==> config.mk <==
export PLATFORM = sky130hd
export DESIGN_NAME = instr_encoder_loader_flat
export DESIGN_NICKNAME = d
export VERILOG_FILES = /design/src/rtl/isa_pkg.sv /design/src/rtl/instr_encoder_loader_if.sv /design/src/rtl/instr_packer.sv /design/src/rtl/instr_encoder_loader.sv /design/src/flat_wrapper.sv
export SDC_FILE = /design/constraint.sdc
export NUM_CORES = 1
export LEC_CHECK = 0
export CAP_MARGIN = 20
export CORE_MARGIN = 2
export CORE_UTILIZATION = 48
export CTS_CLUSTER_SIZE = 8
export DETAILED_ROUTE_END_ITERATION = 12
export MAX_ROUTING_LAYER = met4
export PLACE_DENSITY = 0.84
export SLEW_MARGIN = 20
export SYNTH_ARGS = -nofsm -noshare
export SYNTH_HDL_FRONTEND = slang
export SYNTH_HIERARCHICAL = 1
export SYNTH_SLANG_ARGS = --single-unit
==> constraint.sdc <==
create_clock -name clk -period 2.89 [get_ports clk]
set_clock_uncertainty 0.1 [all_clocks]
set_input_delay 0.578 -clock clk [delete_from_list [all_inputs] [get_ports clk]]
set_output_delay 0.578 -clock clk [all_outputs]
set_load 0.01 [all_outputs]
==> src/rtl/isa_pkg.sv <==
// isa_pkg: instruction-set constants shared by the control decoder and the
// instruction encoder/loader.
//   - op codes for the three legal instruction classes
//   - bit positions/widths of every instruction field
//   - loader_state_t, the state type of the loader FSM
package isa_pkg;

  localparam logic [1:0] OP_DP  = 2'b00;
  localparam logic [1:0] OP_MEM = 2'b01;
  localparam logic [1:0] OP_B   = 2'b10;

  // Field placement inside a 32-bit machine word.
  localparam int unsigned COND_LSB   = 28;
  localparam int unsigned COND_W     = 4;
  localparam int unsigned OP_LSB     = 26;
  localparam int unsigned OP_W       = 2;
  localparam int unsigned FUNCT_LSB  = 20;
  localparam int unsigned FUNCT_W    = 6;
  localparam int unsigned RN_LSB     = 16;
  localparam int unsigned RD_LSB     = 12;
  localparam int unsigned REG_W      = 4;
  localparam int unsigned SRC2_LSB   = 0;
  localparam int unsigned SRC2_W     = 12;
  // Branches keep only funct[5:4] directly above imm24.
  localparam int unsigned BFUNCT_LSB = 24;
  localparam int unsigned BFUNCT_W   = 2;
  localparam int unsigned IMM24_LSB  = 0;
  localparam int unsigned IMM24_W    = 24;

  typedef enum logic [1:0] {
    IDLE,
    LOAD,
    FULL,
    DONE
  } loader_state_t;

endpackage

==> src/rtl/instr_encoder_loader_if.sv <==
// instr_encoder_loader_if: field-bundle handshake from the host plus the
// instruction-memory write port driven by the loader.
//   master : host / memory side (drives the bundle, observes in_ready and imem_*)
//   slave  : loader side (accepts the bundle, drives in_ready and imem_*)
interface instr_encoder_loader_if #(
  parameter int unsigned ADDR_W = 6
) ();

  // Field bundle handshake
  logic              in_valid;
  logic              in_ready;
  logic              in_last;
  logic [3:0]        cond;
  logic [1:0]        op;
  logic [5:0]        funct;
  logic [3:0]        rn;
  logic [3:0]        rd;
  logic [23:0]       operand;

  // imem write port
  logic              imem_we;
  logic [ADDR_W-1:0] imem_addr;
  logic [31:0]       imem_wdata;

  modport master (
    output in_valid, in_last, cond, op, funct, rn, rd, operand,
    input  in_ready, imem_we, imem_addr, imem_wdata
  );

  modport slave (
    input  in_valid, in_last, cond, op, funct, rn, rd, operand,
    output in_ready, imem_we, imem_addr, imem_wdata
  );

endinterface

==> src/rtl/instr_packer.sv <==
// instr_packer: purely combinational field-to-word encoder.
//   cond_i, op_i, funct_i, rn_i, rd_i, operand_i : instruction fields
//   word_o    : packed 32-bit machine word
//   illegal_o : op_i is not a legal class; word_o must not be written
// DP/MEM : {cond, op, funct, rn, rd, operand[11:0]}
// B      : {cond, 2'b10, funct[5:4], operand[23:0]}
module instr_packer
  import isa_pkg::*;
(
  input  logic [3:0]  cond_i,
  input  logic [1:0]  op_i,
  input  logic [5:0]  funct_i,
  input  logic [3:0]  rn_i,
  input  logic [3:0]  rd_i,
  input  logic [23:0] operand_i,
  output logic [31:0] word_o,
  output logic        illegal_o
);

  always_comb begin
    word_o    = '0;
    illegal_o = 1'b0;
    word_o[COND_LSB +: COND_W] = cond_i;
    word_o[OP_LSB +: OP_W]     = op_i;
    case (op_i)
      OP_DP, OP_MEM: begin
        // operand[23:12] has no slot in DP/MEM words and is dropped.
        word_o[FUNCT_LSB +: FUNCT_W] = funct_i;
        word_o[RN_LSB +: REG_W]      = rn_i;
        word_o[RD_LSB +: REG_W]      = rd_i;
        word_o[SRC2_LSB +: SRC2_W]   = operand_i[SRC2_W-1:0];
      end
      OP_B: begin
        // Only the link/flag bits survive; rn/rd are not encoded.
        word_o[BFUNCT_LSB +: BFUNCT_W] = funct_i[5:4];
        word_o[IMM24_LSB +: IMM24_W]   = operand_i[IMM24_W-1:0];
      end
      default: begin
        illegal_o = 1'b1;
      end
    endcase
  end

endmodule

==> src/rtl/instr_encoder_loader.sv <==
// instr_encoder_loader: encodes field bundles into machine words and streams
// them into instruction memory, holding the core in reset while loading.
//   clk, reset  : clock, synchronous active-high reset
//   start       : one-cycle pulse opening a load session (ignored while busy)
//   bus         : slave side of the bundle handshake and imem write port
//   core_hold   : keeps the core in reset until a session completes
//   busy        : session in progress (LOAD, FULL, DONE)
//   done        : one-cycle pulse at session end
//   err         : sticky; illegal op or discarded bundle, cleared by start
//   word_count  : words written in the current or last session
module instr_encoder_loader
  import isa_pkg::*;
#(
  parameter int unsigned ADDR_W    = 6,
  parameter int unsigned BASE_ADDR = 0
) (
  input  logic                   clk,
  input  logic                   reset,
  input  logic                   start,
  instr_encoder_loader_if.slave  bus,
  output logic                   core_hold,
  output logic                   busy,
  output logic                   done,
  output logic                   err,
  output logic [ADDR_W:0]        word_count
);

  localparam logic [ADDR_W-1:0] BaseAddr = ADDR_W'(BASE_ADDR);
  localparam logic [ADDR_W-1:0] LastAddr = '1;
  localparam logic [ADDR_W-1:0] AddrOne  = ADDR_W'(1);
  localparam logic [ADDR_W:0]   CountOne = (ADDR_W + 1)'(1);

  loader_state_t     state_q, state_d;
  logic              last_q, last_d;       // legal in_last word written, DONE next
  logic [ADDR_W-1:0] addr_q, addr_d;       // next address to write
  logic              we_q, we_d;
  logic [ADDR_W-1:0] waddr_q, waddr_d;
  logic [31:0]       wdata_q, wdata_d;
  logic              core_hold_q, core_hold_d;
  logic              done_q, done_d;
  logic              err_q, err_d;
  logic [ADDR_W:0]   count_q, count_d;

  logic [31:0]       pk_word;
  logic              pk_illegal;
  logic              in_ready;
  logic              accept;

  instr_packer u_packer (
    .cond_i    (bus.cond),
    .op_i      (bus.op),
    .funct_i   (bus.funct),
    .rn_i      (bus.rn),
    .rd_i      (bus.rd),
    .operand_i (bus.operand),
    .word_o    (pk_word),
    .illegal_o (pk_illegal)
  );

  // Ready is a pure decode of registered state, so it never depends on in_valid.
  assign in_ready = ((state_q == LOAD) || (state_q == FULL)) && !last_q;
  assign accept   = bus.in_valid && in_ready;

  always_comb begin
    state_d     = state_q;
    last_d      = last_q;
    addr_d      = addr_q;
    we_d        = 1'b0;
    waddr_d     = waddr_q;
    wdata_d     = wdata_q;
    core_hold_d = core_hold_q;
    done_d      = 1'b0;
    err_d       = err_q;
    count_d     = count_q;

    case (state_q)
      IDLE: begin
        if (start) begin
          state_d     = LOAD;
          last_d      = 1'b0;
          addr_d      = BaseAddr;
          core_hold_d = 1'b1;
          err_d       = 1'b0;
          count_d     = '0;
        end
      end

      LOAD: begin
        if (last_q) begin
          // The final word was written last cycle; close the session now.
          state_d = DONE;
          last_d  = 1'b0;
          done_d  = 1'b1;
        end else if (accept) begin
          if (pk_illegal) begin
            // Nothing to write, but the session still ends on in_last.
            err_d = 1'b1;
            if (bus.in_last) begin
              state_d = DONE;
              done_d  = 1'b1;
            end
          end else begin
            we_d    = 1'b1;
            waddr_d = addr_q;
            wdata_d = pk_word;
            addr_d  = addr_q + AddrOne;
            count_d = count_q + CountOne;
            if (bus.in_last) begin
              last_d = 1'b1;
            end else if (addr_q == LastAddr) begin
              // Memory is full; never wrap onto earlier words.
              state_d = FULL;
            end
          end
        end
      end

      FULL: begin
        // Every bundle here is discarded; only in_last ends the session.
        if (accept) begin
          err_d = 1'b1;
          if (bus.in_last) begin
            state_d = DONE;
            done_d  = 1'b1;
          end
        end
      end

      DONE: begin
        state_d     = IDLE;
        core_hold_d = 1'b0;
      end

      default: begin
        state_d = IDLE;
      end
    endcase
  end

  always_ff @(posedge clk) begin
    if (reset) begin
      state_q     <= IDLE;
      last_q      <= 1'b0;
      addr_q      <= BaseAddr;
      we_q        <= 1'b0;
      waddr_q     <= '0;
      wdata_q     <= '0;
      core_hold_q <= 1'b1;
      done_q      <= 1'b0;
      err_q       <= 1'b0;
      count_q     <= '0;
    end else begin
      state_q     <= state_d;
      last_q      <= last_d;
      addr_q      <= addr_d;
      we_q        <= we_d;
      waddr_q     <= waddr_d;
      wdata_q     <= wdata_d;
      core_hold_q <= core_hold_d;
      done_q      <= done_d;
      err_q       <= err_d;
      count_q     <= count_d;
    end
  end

  assign bus.in_ready   = in_ready;
  assign bus.imem_we    = we_q;
  assign bus.imem_addr  = waddr_q;
  assign bus.imem_wdata = wdata_q;

  assign core_hold  = core_hold_q;
  assign busy       = (state_q != IDLE);
  assign done       = done_q;
  assign err        = err_q;
  assign word_count = count_q;

endmodule
==> src/flat_wrapper.sv <==
// flat-port wrapper written by rule: the top's interface ports become plain ports
module instr_encoder_loader_flat import isa_pkg::*;
#(
  parameter int unsigned ADDR_W    = 6,
  parameter int unsigned BASE_ADDR = 0
)
  (clk, reset, start, core_hold, busy, done, err, word_count, bus_in_valid, bus_in_last, bus_cond, bus_op, bus_funct, bus_rn, bus_rd, bus_operand, bus_in_ready, bus_imem_we, bus_imem_addr, bus_imem_wdata);
  instr_encoder_loader_if #(.ADDR_W(ADDR_W)) bus_i ();
  input  logic clk;
  input  logic reset;
  input  logic start;
  output logic core_hold;
  output logic busy;
  output logic done;
  output logic err;
  output logic [ADDR_W:0] word_count;
  input wire logic [$bits(bus_i.in_valid)-1:0] bus_in_valid;
  input wire logic [$bits(bus_i.in_last)-1:0] bus_in_last;
  input wire logic [$bits(bus_i.cond)-1:0] bus_cond;
  input wire logic [$bits(bus_i.op)-1:0] bus_op;
  input wire logic [$bits(bus_i.funct)-1:0] bus_funct;
  input wire logic [$bits(bus_i.rn)-1:0] bus_rn;
  input wire logic [$bits(bus_i.rd)-1:0] bus_rd;
  input wire logic [$bits(bus_i.operand)-1:0] bus_operand;
  output wire logic [$bits(bus_i.in_ready)-1:0] bus_in_ready;
  output wire logic [$bits(bus_i.imem_we)-1:0] bus_imem_we;
  output wire logic [$bits(bus_i.imem_addr)-1:0] bus_imem_addr;
  output wire logic [$bits(bus_i.imem_wdata)-1:0] bus_imem_wdata;
  assign bus_i.in_valid = bus_in_valid;
  assign bus_i.in_last = bus_in_last;
  assign bus_i.cond = bus_cond;
  assign bus_i.op = bus_op;
  assign bus_i.funct = bus_funct;
  assign bus_i.rn = bus_rn;
  assign bus_i.rd = bus_rd;
  assign bus_i.operand = bus_operand;
  assign bus_in_ready = bus_i.in_ready;
  assign bus_imem_we = bus_i.imem_we;
  assign bus_imem_addr = bus_i.imem_addr;
  assign bus_imem_wdata = bus_i.imem_wdata;
  instr_encoder_loader #(.ADDR_W(ADDR_W), .BASE_ADDR(BASE_ADDR)) u_core (.clk(clk), .reset(reset), .start(start), .bus(bus_i), .core_hold(core_hold), .busy(busy), .done(done), .err(err), .word_count(word_count));
endmodule
# Word level (Yosys, flattened, before mapping)

Cells that the tools add are included.

Add/sub/neg operators: 2
Reductions and logical operators: 19
Eq/ne operators: 15
Bitwise gates (word level): 3
Mux-type cells: 39

Operators by type and width:

| kind                  | number |
|---|---|
| $pmux W26 S2          | 1 |
| $mux W7               | 4 |
| $mux W6               | 4 |
| $mux W2               | 8 |
| $mux W1               | 15 |
| $pmux W7 S2           | 1 |
| $pmux W6 S2           | 1 |
| $reduce_and A5 Y1     | 2 |
| $ne A2 B2 Y1 const B  | 4 |
| $ne A4 B3 Y1 const B  | 2 |
| $pmux W2 S4           | 1 |
| $add A7 B1 Y7 const B | 1 |
| $add A6 B1 Y6 const B | 1 |
| $eq A2 B2 Y1 const B  | 3 |
| $eq A6 B6 Y1 const B  | 1 |
| $pmux W1 S2           | 3 |
| $reduce_and A6 Y1     | 1 |
| $reduce_bool A2 Y1    | 3 |
| $eq A2 B1 Y1 const B  | 2 |
| $logic_not A2 Y1      | 2 |
| $ne A2 B1 Y1 const B  | 2 |
| $reduce_and A2 Y1     | 2 |
| $reduce_and A4 Y1     | 1 |
| $reduce_or A4 Y1      | 1 |
| 9 further kinds       | 12 |

Word-level logic and storage cells: 88
Bits in registers: 58
Bits of input ports: 49

# Depth between registers and ports, before layout

Depth after elaboration: 7
Gate-level depth with buffers: 9
Mapped depth without buffers: 7

# Hierarchy

Netlist, hierarchy kept.

By module, submodules not included:

| module               | area an instance (um^2) | times used | cells each |
|---|---|---|---|
| instr_encoder_loader | 2366.0                  | 1          | 288 |
| instr_packer         | 314.1                   | 1          | 39 |

# Worst setup path before layout

Ideal clock, no wire load.

Kind: input -> register
Start: input port bus_op[1]
End: register u_core.addr_q[4]
Library setup time: 0.070 ns
Slack: 0.976 ns
Arrival time: 1.744 ns
Cell stages on the path: 7
Cells stage by stage: nand2_2 -> buf_6 -> inv_1 -> nor2b_1 -> a31oi_4 -> or3_1 -> a21oi_1

Cells in the longest elaborated chain, start to end: 4
Elaborated cells between the ends (all ways): 6
Those cells by class: eq/ne: 3; reduce/logical: 3

Ends and longest elaborated chain:

| element                              | RTL line                    | source |
|---|---|---|
| start, declared                      | flat_wrapper.sv:20          | `input wire logic [$bits(bus_i.op)-1:0] bus_op;` |
| $eq A2 B2 Y1 (tied with other cells) | instr_packer.sv:25          | `case (op_i)` |
| $reduce_or A3 Y1 (no line) *         | --                          |  |
| $ne A2 B2 Y1 (no line) *             | --                          |  |
| $reduce_and A5 Y1 (no line) *        | --                          |  |
| end signal, assigned                 | instr_encoder_loader.sv:144 | `addr_q <= BaseAddr;` |
| end signal, assigned                 | instr_encoder_loader.sv:155 | `addr_q <= addr_d;` |
| end, declared                        | instr_encoder_loader.sv:35  | `logic [ADDR_W-1:0] addr_q, addr_d;` |

Mark *: on every way between the ends. The rest lies on a longest branch, timed or not.
A chain may end at the register's enable or synchronous reset.

# Worst setup path in the final report

Start: register u_core.state_q[0]
End: output port bus_in_ready

Cells in the longest elaborated chain, start to end: 3
Elaborated cells between the ends (all ways): 4
Those cells by class: eq/ne: 2; reduce/logical: 2

Ends and longest elaborated chain:

| element                                      | RTL line                    | source |
|---|---|---|
| start, declared                              | instr_encoder_loader.sv:33  | `loader_state_t state_q, state_d;` |
| start signal, assigned                       | instr_encoder_loader.sv:153 | `state_q <= state_d;` |
| $eq A2 B1 Y1 or $eq A2 B2 Y1 (tied branches) | instr_encoder_loader.sv:61  | `assign in_ready = ((state_q == LOAD) \|\| (state_q == FULL)) && !last_q;` |
| $logic_or A1 B1 Y1 *                         | instr_encoder_loader.sv:61  |  |
| $logic_and A1 B1 Y1 *                        | instr_encoder_loader.sv:61  |  |
| end, declared                                | flat_wrapper.sv:25          | `output wire logic [$bits(bus_i.in_ready)-1:0] bus_in_ready;` |

Marked as above.

==> results_dict.tcl <==
set metrics [dict create \
    nature_of_the_critical_path_startpoint "flop" \
    clock_tree_from_tritoncts "built" \
    post_route_cells_drive_above_1_share_pct 9.26 \
    series_of_cell_instances_along_the_critical_path "inv_1, ha_1, and2b_1, clkdlybuf4s50_1" \
    design.die.area_sq_um 6200 \
    total_power_mw 2.33 \
    top_level_i_o_count 100 \
    fin_setup_tns_ns 0 \
    postRouteWirelength_mm 6.55 \
    design.final.nets 473 \
    clk_pwr_share_pct 32.4 \
    port_buffers 99 \
    post_drt_wl_per_cell_microns 13.3 \
    clock-sinks 58 \
    type_of_the_worst_min_delay_path "reg -> reg" \
    hold_viol 0 \
    cts_post_setup_buffers_inserted 0 \
    timing.hold.worst_endpoint "u_core/bus.imem_wdata[15]" \
    final_core_area_utilization_pct 70.7 \
    grt_antenna_before_repair 0 \
    avgSynthCellArea_sq_um 8.20 \
    synth.yosys.warnings 6 \
    worstReg2RegEnd "u_core/bus.imem_wdata[31]" \
    r2r_setup_slack_ns 0.67 \
    synth_edf_count 0 \
    core.rowCount 27 \
    rsz_0062_raised_after_global_routing "false" \
    first_global_vias 2404 \
    coreArea_sq_um 5440 \
    post_cts_hold_buffer_count 0 \
    remaining_drc_errors 0 \
    cells_resized_by_post_cts_repair 0 \
    yosys_register_bits 58 \
    power.leakage_nw 1.37 \
    ctsLongestPathBuffers 2 \
    fp.dieH_microns 78.7 \
    hold_path.startpoint "u_core/bus.imem_wdata[15]" \
    die_width_microns 78.7 \
    ctsRootBufferMaster "clkbuf_8" \
    worst_hold_check_slack_ns 0.352 \
    power-per-cell-area_nw_per_um2 607 \
    mappedNetlistArea_sq_um 2680 \
    switching_share_pct 30.0 \
    max_transition_viols_final 0 \
    hold-path-cell-count 2 \
    crit_arrival_ns 1.92 \
    htree_levels 3 \
    gp_congestion 0.793 \
    timing.final.crit_share_pct 89.9 \
    initial_utilization_pct 49.3 \
    grtUsageTotal_pct 22.1 \
    register_area_share_after_synthesis_pct 43.3 \
    place_hpwl_mm 4.60 \
    synth_cells 327 \
    firstDrtPassIters 4 \
    post_route_cell_area_sq_um 3850 \
    fillerInstances 446 \
    crit_required_ns 2.21 \
    sort_of_element_at_the_end_of_the_critical_path "primary output" \
    numCtsBuffers 9 \
    grt_pass1_wl_mm 10.6 \
    maxCapViolCount 0 \
    detail_route.vias_per_cell 5.19 \
    drt_iter0_drc 233 \
    logic_depth_of_the_worst_register_to_register_path 7 \
    grt_start_max_net_pins 39 \
    switchingPower_uw 699 \
    path_max_fanout 7 \
    fmax_mhz 385 \
    ys.flop_type "dfxtp_1" \
    seq_power_share_pct 37.7 \
    timing.final.crit_period_ns 2.60 \
    detailed_place.area_sq_um 3640 \
    status "completed" \
    power.share.combinational_pct 29.9 \
    worst_pin_slew_ns 0.430 \
    regToRegStartpoint "u_core/state_q[0]" \
    ys_async_sr_fraction_pct 0 \
    via_count 2561 \
    timing.slew.headroom_pct 71.3 \
    synth_nets 383 \
    clock_transition_at_the_registers_of_the_reported_paths_ns 0.06 \
    final_antenna_net_count 0 \
    final-setup-viol-count 0 \
    grt_overflow_total 0 \
    p_int_mw 1.63 \
    netlist-cell-type-count 43 \
    slowest_stage "clkdlybuf4s50_1" \
    timing.critical_path.from "u_core/state_q[0]" \
    post_synthesis_to_final_layout_area_growth_pct 43.5 \
    criticalPathCategory "reg -> out" \
    ir_worst_vdd_uv 548 \
    antenna-diode-count 0 \
    insertion_delay_ns 0.32 \
    slowest_delay_ns 0.53 \
]
routing by layer:
metal | vias up | wire length, microns | track usage, %
li1 | 1274 | - | -
met4 | 0 | 111 | 10.9
met3 | 12 | 453 | 5.80
met5 | - | 0 | -
met1 | 1173 | 2750 | 25.7
met2 | 102 | 3240 | 35.6
worst max-delay path, delay by kind of cell, from the launching register on:
kind / cells / cell delay, ns
buffers and inverters: 2 / 0.64
flip-flops: 1 / 0.40
adder cells (fa/ha/maj): 1 / 0.40
AND/OR/NAND/NOR: 1 / 0.15
per-stage QoR:
step           setup slack, ns  cells
2_1_floorplan            0.976    327
4_1_cts                  0.304    493
3_5_place_dp             0.384    478
6_report                 0.293    493
3_3_place_gp             0.459    478
5_1_grt                  0.235    493
cell families (layout without fill, tap and decap cells):
kind of cell	after synthesis	after routing	synth area share [%]
xor gates and xnor gates	8	8	2.61
adders and majority gates	7	7	3.27
buffers and inverters	32	126	7.10
and+or+nand+nor	146	146	25.4
DFF	58	58	43.3
AOI/OAI and AO/OA	76	76	18.3
Yosys cell counts (5+ instances only):
| cell | n | area, sq um |
|---|---|---|
| a21oi_1 | 51 | 255 |
| nand2_1 | 84 | 315 |
| buf_2 | 5 | 25.0 |
| clkbuf_1 | 5 | 18.8 |
| buf_4 | 11 | 82.6 |
| xor2_1 | 6 | 52.6 |
| inv_1 | 7 | 26.3 |
| and2_1 | 15 | 93.8 |
| nand4_1 | 6 | 37.5 |
| nor2_1 | 14 | 52.6 |
| dfxtp_1 | 58 | 1160 |
| a22o_2 | 12 | 120 |
| nand3_1 | 5 | 25.0 |
| ha_1 | 7 | 87.6 |
worst max-delay path by stage:
stage	to	cells past startpoint
floorplan	u_core/addr_q[4]	7
global placement	u_core/addr_q[5]	9
detailed placement	u_core/word_count[3]	9
CTS	bus_in_ready	4
global route	bus_in_ready	4
finish	bus_in_ready	4
state kept, by name (all words and copies together), names as in the netlist:
register / count
u_core/bus.imem_wdata: 32
u_core/word_count: 7
u_core/addr_q: 6
u_core/bus.imem_addr: 6
u_core/state_q: 2
u_core/bus.imem_we: 1
u_core/core_hold: 1
u_core/done: 1
u_core/err: 1
u_core/last_q: 1
power by group through the flow:
stage | logic [mW] | registers, mW | clock network, mW
detailed placement | 0.681 | 0.895 | 0
global route | 0.754 | 0.884 | 0.813
floorplan | 0.424 | 0.906 | 0
CTS | 0.688 | 0.879 | 0.774
finish | 0.698 | 0.879 | 0.756
global placement | 0.670 | 0.892 | 0
area by class of cell:
cell class	count	area [sq um]	area share, %
Clock buffer	13	169	4.39
Inverter	7	26.3	0.683
Sequential cell	58	1160	30.2
Timing Repair Buffer	104	1040	26.9
Tap cell	72	90.1	2.34
Multi-Input combinational cell	237	1330	34.5
Clock inverter	2	35.0	0.911
cells in the final DEF (no fill, tap or decap), drive strengths merged, types with 3 or more instances in the layout:
cell | netlist | routed
a21oi | 52 | 52
a22o | 12 | 12
and2 | 15 | 15
buf | 20 | 6
clkbuf | 5 | 13
clkdlybuf4s50 | 0 | 98
dfxtp | 58 | 58
ha | 7 | 7
inv | 7 | 7
nand2 | 85 | 85
nand3 | 5 | 5
nand4 | 6 | 6
nor2 | 14 | 14
nor2b | 3 | 3
nor3 | 3 | 3
xor2 | 6 | 6
(Power assumes the default switching activity.)
